### src/rtl/complex_dot_pipe.sv
// rtl/complex_dot_pipe.sv - pipelined complex fixed-point dot product with conj, rounding and saturation
// Stages: S1 multiply, S2 combine, S3 accumulate, S4 round/saturate into the result register.
module complex_dot_pipe #(
  parameter int W    = 8,
  parameter int LEN  = 4,
  parameter int FRAC = 0,
  parameter int OW   = 16
) (
  input  logic                 clk,
  input  logic                 rst,
  input  logic                 in_valid,
  output logic                 in_ready,
  input  logic signed [W-1:0]  a_real,
  input  logic signed [W-1:0]  a_imag,
  input  logic signed [W-1:0]  b_real,
  input  logic signed [W-1:0]  b_imag,
  input  logic                 conj_b,
  output logic                 out_valid,
  input  logic                 out_ready,
  output logic signed [OW-1:0] result_real,
  output logic signed [OW-1:0] result_imag,
  output logic                 result_sat
);
  localparam int ACC_W = 2*W + 2 + $clog2(LEN);
  localparam int CW    = (LEN > 1) ? $clog2(LEN) : 1;
  localparam int PW    = 2*W;
  localparam int TW    = 2*W + 1;
  localparam int RW    = (ACC_W + 1 > OW + 1) ? ACC_W + 1 : OW + 1;
  localparam logic [CW-1:0] LAST = CW'(LEN - 1);
  localparam logic signed [RW-1:0] HALF =
    (FRAC > 0) ? (RW'(1) << ((FRAC > 0) ? FRAC - 1 : 0)) : '0;
  localparam logic signed [RW-1:0] MAXV = (RW'(1) << (OW - 1)) - RW'(1);
  localparam logic signed [RW-1:0] MINV = ~MAXV;

  logic                    en;
  logic [CW-1:0]           in_cnt, cnt;
  logic                    conj_vec, first_beat, conj_now;
  logic                    s1_valid, s1_conj;
  logic signed [PW-1:0]    rr, ii, ri, ir;
  logic                    s2_valid;
  logic signed [TW-1:0]    s2_re, s2_im;
  logic signed [ACC_W-1:0] acc_re, acc_im, sum_re, sum_im, fin_re, fin_im;
  logic                    fin_valid, last_term;
  logic [OW:0]             sc_re, sc_im;

  assign en         = !out_valid || out_ready;
  assign in_ready   = en;
  assign first_beat = (in_cnt == '0);
  assign conj_now   = first_beat ? conj_b : conj_vec;
  assign last_term  = (cnt == LAST);

  // The first term of a vector replaces the accumulator rather than adding to it.
  assign sum_re = ((cnt == '0) ? '0 : acc_re) + ACC_W'(s2_re);
  assign sum_im = ((cnt == '0) ? '0 : acc_im) + ACC_W'(s2_im);

  // Arithmetic shift after adding half makes negative ties round toward +inf.
  function automatic logic [OW:0] round_sat(input logic signed [ACC_W-1:0] s);
    logic signed [RW-1:0] x;
    x = (RW'(s) + HALF) >>> FRAC;
    if (x > MAXV)      round_sat = {1'b1, MAXV[OW-1:0]};
    else if (x < MINV) round_sat = {1'b1, MINV[OW-1:0]};
    else               round_sat = {1'b0, x[OW-1:0]};
  endfunction

  assign sc_re = round_sat(fin_re);
  assign sc_im = round_sat(fin_im);

  always_ff @(posedge clk or posedge rst) begin
    if (rst) begin
      in_cnt      <= '0;
      conj_vec    <= 1'b0;
      s1_valid    <= 1'b0;
      s1_conj     <= 1'b0;
      rr          <= '0;
      ii          <= '0;
      ri          <= '0;
      ir          <= '0;
      s2_valid    <= 1'b0;
      s2_re       <= '0;
      s2_im       <= '0;
      cnt         <= '0;
      acc_re      <= '0;
      acc_im      <= '0;
      fin_valid   <= 1'b0;
      fin_re      <= '0;
      fin_im      <= '0;
      out_valid   <= 1'b0;
      result_real <= '0;
      result_imag <= '0;
      result_sat  <= 1'b0;
    end else if (en) begin
      s1_valid <= in_valid;
      if (in_valid) begin
        rr      <= PW'(a_real) * PW'(b_real);
        ii      <= PW'(a_imag) * PW'(b_imag);
        ri      <= PW'(a_real) * PW'(b_imag);
        ir      <= PW'(a_imag) * PW'(b_real);
        s1_conj <= conj_now;
        if (first_beat) conj_vec <= conj_b;
        in_cnt  <= (in_cnt == LAST) ? '0 : in_cnt + CW'(1);
      end

      s2_valid <= s1_valid;
      s2_re    <= s1_conj ? TW'(rr) + TW'(ii) : TW'(rr) - TW'(ii);
      s2_im    <= s1_conj ? TW'(ir) - TW'(ri) : TW'(ir) + TW'(ri);

      fin_valid <= s2_valid && last_term;
      if (s2_valid) begin
        acc_re <= sum_re;
        acc_im <= sum_im;
        cnt    <= last_term ? '0 : cnt + CW'(1);
        if (last_term) begin
          fin_re <= sum_re;
          fin_im <= sum_im;
        end
      end

      // en here means the held result is either absent or being consumed.
      if (fin_valid) begin
        result_real <= sc_re[OW-1:0];
        result_imag <= sc_im[OW-1:0];
        result_sat  <= sc_re[OW] | sc_im[OW];
        out_valid   <= 1'b1;
      end else begin
        out_valid   <= 1'b0;
      end
    end
  end
endmodule

### config.mk
export PLATFORM = sky130hd
export DESIGN_NAME = complex_dot_pipe
export DESIGN_NICKNAME = d
export VERILOG_FILES = /design/src/rtl/complex_dot_pipe.sv
export SDC_FILE = /design/constraint.sdc
export NUM_CORES = 1
export LEC_CHECK = 0
export ABC_AREA = 1
export CAP_MARGIN = 10
export CELL_PAD_IN_SITES_DETAIL_PLACEMENT = 0
export CELL_PAD_IN_SITES_GLOBAL_PLACEMENT = 1
export CORE_MARGIN = 2
export CORE_UTILIZATION = 25
export DETAILED_ROUTE_END_ITERATION = 7
export GPL_TIMING_DRIVEN = 0
export PLACE_DENSITY_LB_ADDON = 0.1
export RECOVER_POWER = 100
export SETUP_SLACK_MARGIN = 0.4
export SYNTH_ARGS = -nofsm -noshare
export SYNTH_HDL_FRONTEND = slang
export SYNTH_SLANG_ARGS = --single-unit
### constraint.sdc
create_clock -name clk -period 8.45 [get_ports clk]
set_input_delay 1.69 -clock clk [delete_from_list [all_inputs] [get_ports clk]]
set_output_delay 1.69 -clock clk [all_outputs]
set_load 0.02 [all_outputs]
## After elaboration in Yosys (flattened, before gate mapping)

Index checks and enable logic that the tools add are counted.
Widths: inputs -> output; s select.

- Bits in registers: 220
- Bits of input ports: 37
- Output and inout port bits: 35
- Word-level logic and storage cells: 61

- $add $sub $neg: 8
- Multipliers: 4
- Order comparisons: 4
- Eq/ne operators: 2
- Muxes and demuxes: 12
- Bitwise operators: 1
- Reductions and logical operators: 10

Operators with widths:

| kind | count |
|---|---|
| $mux 17 | 6 |
| $mul 8x8->16 | 4 |
| $add 20x20->20 | 2 |
| $gt 20x16->1 const B | 2 |
| $lt 20x16->1 const B | 2 |
| $mux 20 | 2 |
| $add 16x16->17 | 2 |
| $sub 16x16->17 | 2 |
| $reduce_and 2->1 | 3 |
| $reduce_and 3->1 | 2 |
| $add 2x1->2 const B | 2 |
| $eq 2x2->1 const B | 2 |
| $logic_not 2->1 | 2 |
| $mux 2 | 2 |
| $mux 1 | 2 |
| $logic_and 1x1->1 | 1 |
| $logic_not 1->1 | 1 |
| $logic_or 1x1->1 | 1 |
| $or 1x1->1 | 1 |

## Logic depth before layout (Yosys ltp)

- Depth in word-level cells: 4
- Depth in mapped cells: 24
- Depth with buffers taken out: 22

## Least setup slack after synthesis

Ideal clock, no wire load.

- Kind: input to register
- Start point: input port b_real[6]
- End point: register rr[13]
- Setup time: 0.117 ns
- Arrival: 5.544 ns
- Data required time: 8.333 ns
- Setup slack: 2.789 ns
- Stages on the path: 19
- Buffers on the path: 2
- Path through: clkbuf_1 clkbuf_1 nand2_1 fa_1 fa_1 inv_1 fa_1 inv_1 fa_1 inv_1 ha_1 nand2_1 nor2_1 nand2_1 nand3_2 a21oi_1 or2_1 nand3_1 nand2_1

- Longest elaborated chain between the ends: 1

Ends and longest elaborated chain:

| item | line | source |
|---|---|---|
| from (decl) | 15 | `input logic signed [W-1:0] b_real,` |
| $mul 8x8->16 | 94 | `rr <= PW'(a_real) * PW'(b_real);` |
| to (signal assigned) | 94 |  |
| to (decl) | 39 | `logic signed [PW-1:0] rr, ii, ri, ir;` |

Every way passes these cells.
A chain may end at the register's enable or synchronous reset.

## Worst setup path after layout

- Start point: input port a_real[7]
- End point: register rr[15]

- Longest elaborated chain between the ends: 1

Ends and longest elaborated chain:

| item | line | source |
|---|---|---|
| from (decl) | 13 | `input logic signed [W-1:0] a_real,` |
| $mul 8x8->16 | 94 |  |

Every way passes these cells.

==> run summary <==
DRT Pass-1 Iters -> 4
Crit Path Class -> primary input to register
Pint -> 5.165 mW
drt drc -> 0
reg2reg end -> acc_im[14]
maximum vdd drop -> 0.1152 mV
Area contributors post-synth -> dfrtp_1, fa_1, nand2_1
P per Cell Area -> 419.5 nW/um^2
share of the synthesized area in the top cell type -> 22.80%
Final HPWL DP -> 65,880 um
Worst Path Required -> 8.87 ns
final worst path period need -> 6.831 ns
failing checks -> capacitance limit, slew limit
io pins -> 72
hold path startpoint -> result_real[7]
Antenna Nets Post-Route -> 0
Yosys cell types -> 45
grt ovf -> 0
final setup violation count -> 0
adder-cell share of the synthesized area -> 28.53%
reg2reg path depth -> 19
Max Freq -> 146.4 MHz
Diodes inserted -> 0
hold slack -> 0.4686 ns
initial antenna violation count -> 0
mux contribution to synthesized area -> 0%
Setup TNS -> 0 ns
switching part of the total -> 54.50%
CP Launch Type -> primary input
xor-xnor portion of the synthesized cell area -> 2.757%
Clk pwr share -> 10.3%
later-pin clock latency in the skew report -> 0.55 ns
Chip Height -> 314.8 um
placed cell area -> 26,260 um^2
first-pass GRT wire length -> 126,400 um
Mapped Nets -> 3,796
cell row count -> 113
Leak -> 14.95 nW
CTS resizes -> 0
Finished Cell Area -> 27,060 um^2
top_reg_cell synth -> dfrtp_1
Hold Path Sink -> result_real[7]
FF-to-FF setup slack -> 4.98 ns
slew at the pin closest to its max-slew limit -> 3.057 ns
Worst Path Arrival -> 7.25 ns
DR vias -> 19,930
Reg clk slew, reported paths -> 0.06 ns
CTS Hold Bufs -> 0
vias in the first global route -> 21,160
Setup crit end kind -> register
Synth Area per Inst -> 7.222 um^2
Post-synth EDFFs -> 0
Setup Buffers After CTS -> 0
Final nets -> 3,874
Seq/Total Area, Yosys -> 22.80%
relative slew slack -> -103.8%
Final Routed Wirelength -> 79,570 um
core area -> 95,290 um^2
drt via density -> 4.237
area grow syn2layout -> 12.09%
Worst Clk Skew -> 0.01164 ns
H-tree depth -> 1
ys async rst share -> 100.0%
Num CTS Buffers -> 27
compound-cell area share of the yosys netlist -> 7.753%
WL per Instance -> 16.91 um
Initial Util -> 25.33%
Max FO, Critical Path -> 10
Tcrit/Tclk final -> 80.85%
cell taking the most area after synthesis -> dfrtp_1
Iter 0 DRT Violations -> 956
Syn Inst Count -> 3,343
R2R Path Start -> cnt[0]
RSZ-0062 raised after global routing -> false
largest net degree at the start of global routing -> 115
Clock Path Buffers -> 3
Flop pwr share -> 17.4%
max-slew violation count -> 114
Routability Congestion -> 0.8041
Die W -> 314.8 um
combinational power share -> 72.3%
Max Cap Viol -> 1
global-route usage over all layers -> 16.47%
Clock Sinks -> 220
Hold Path Depth -> 2
share of cells above drive strength 1 -> 2.616%
Mapped Area -> 24,140 um^2
Hold WC Path Type -> register to register
largest family of logic cells by synthesized area -> adder cells
CTS tree -> built
Hold Vio Cnt, Final -> 0
Die Area -> 99,070 um^2
Net Sw Power -> 6.186 mW
register bit total from synthesis -> 220
Warnings, synthesis -> 0
PortBufs -> 47
outcome -> finished, violations left
CTS Root Buffer Type -> clkbuf_16
Post-Synth Simple-Gate Area -> 24.65%
==> power by group through the flow <==
stage	combinational, mW	sequential, mW	clock [mW]
after floorplan	5.88	1.95	0
after global placement	8.45	2.00	0
after detailed placement	8.39	2.00	0
after CTS	8.44	1.99	1.22
after global routing	9.56	2.05	1.26
final	8.20	1.97	1.17
==> how the worst max path moves through the flow <==
| stage | from | to | slack [ns] | depth (start not counted) |
|---|---|---|---|---|
| 2_1_floorplan | rst | acc_im[0] | 0.74 | 1 |
| 3_5_place_dp | a_real[7] | rr[15] | 1.06 | 18 |
| 6_report | a_real[7] | rr[15] | 1.62 | 18 |
| 3_3_place_gp | rst | ri[12] | -3.09 | 2 |
| 4_1_cts | a_real[7] | rr[15] | 1.63 | 18 |
| 5_1_grt | a_real[7] | rr[15] | 1.23 | 19 |
==> through the flow <==
step,total power [mW],setup slack (ns),util [%],std cells
floorplan,7.826,0.7389,-,3343
global placement,10.45,-3.095,27.49,4655
detailed placement,10.39,1.056,27.55,4657
CTS,11.65,1.634,28.49,4705
global route,12.86,1.228,28.40,4705
finish,11.35,1.619,28.40,4705
==> critical path, stage by stage <==
cell,delay (ns)
dlygate4sd3_1,0.83
clkbuf_1,0.62
nand2_1,0.21
inv_1,0.17
fa_1,0.51
inv_1,0.20
fa_1,0.46
fa_1,0.51
fa_1,0.55
inv_1,0.06
ha_1,0.38
inv_1,0.11
o21ai_0,0.26
a21oi_1,0.11
nand3_1,0.17
nand3_1,0.10
nand3_1,0.22
nand2_1,0.08
==> cell type report <==
type | instances | area, um^2
plain buffers | 108 | 416.7
clock buffers | 39 | 780.7
clock inverters | 9 | 106.4
fillers | 10830 | 68230
inverters | 751 | 2826
multi-input cells | 2264 | 15340
flip-flops and latches | 220 | 5505
well taps | 1265 | 1583
repair buffers | 49 | 503.0
==> sequential cells by signal, indices dropped and copies added, names as in the netlist, 2 cells and up <==
signal / count
acc_im: 20
acc_re: 20
cnt: 2
fin_im: 20
fin_re: 20
ii: 16
in_cnt: 2
ir: 16
result_imag: 16
result_real: 16
ri: 16
rr: 16
s2_im: 17
s2_re: 17
==> cells in the final DEF, fill, tap and decap left out, types with 40 or more instances in the layout <==
master and n:
nand2_1 912, inv_1 747, ha_1 192, o21ai_0 174
dlygate4sd3_1 43, xnor2_1 40, fa_1 224, nand3_1 210
dfrtp_1 220, a21oi_1 97, nor2_1 202, clkbuf_1 105
==> per-layer routing <==
| metal | global-route usage (%) | wire (um) |
|---|---|---|
| met1 | 21.82 | 37460 |
| met2 | 29.83 | 39420 |
| met3 | 0.9407 | 1522 |
| met4 | 2.662 | 1167 |
| met5 | 0 | 0 |
==> logic make-up (layout without fill, tap and decap cells) <==
logic type / count (synthesis) / after routing
XOR/XNOR: 76 / 76
AO/OA/AOI/OAI: 341 / 341
AND/OR/NAND/NOR: 1431 / 1431
flip-flops: 220 / 220
adder cells (fa/ha/maj): 416 / 416
buffers and inverters: 859 / 956
==> cells in the mapped netlist, types with 3 or more instances <==
cell	number
a31oi_1	18
nand3b_1	13
xor2_1	36
a21o_1	8
xnor2_1	40
nor2_2	9
o21ai_0	153
nand3_2	3
fa_1	224
nor3_1	14
nor4_1	4
o31ai_1	3
inv_1	744
nand4_1	31
nor2_1	198
nand2_2	8
ha_1	192
nand3_1	210
or2_1	12
a21oi_1	96
clkbuf_1	77
or2_2	4
o21bai_1	12
nand2b_1	3
a21oi_2	8
o21ai_1	32
dfrtp_1	220
nand2_1	910
buf_2	29
o21a_1	3
inv_2	7
(Power assumes the default switching activity.)
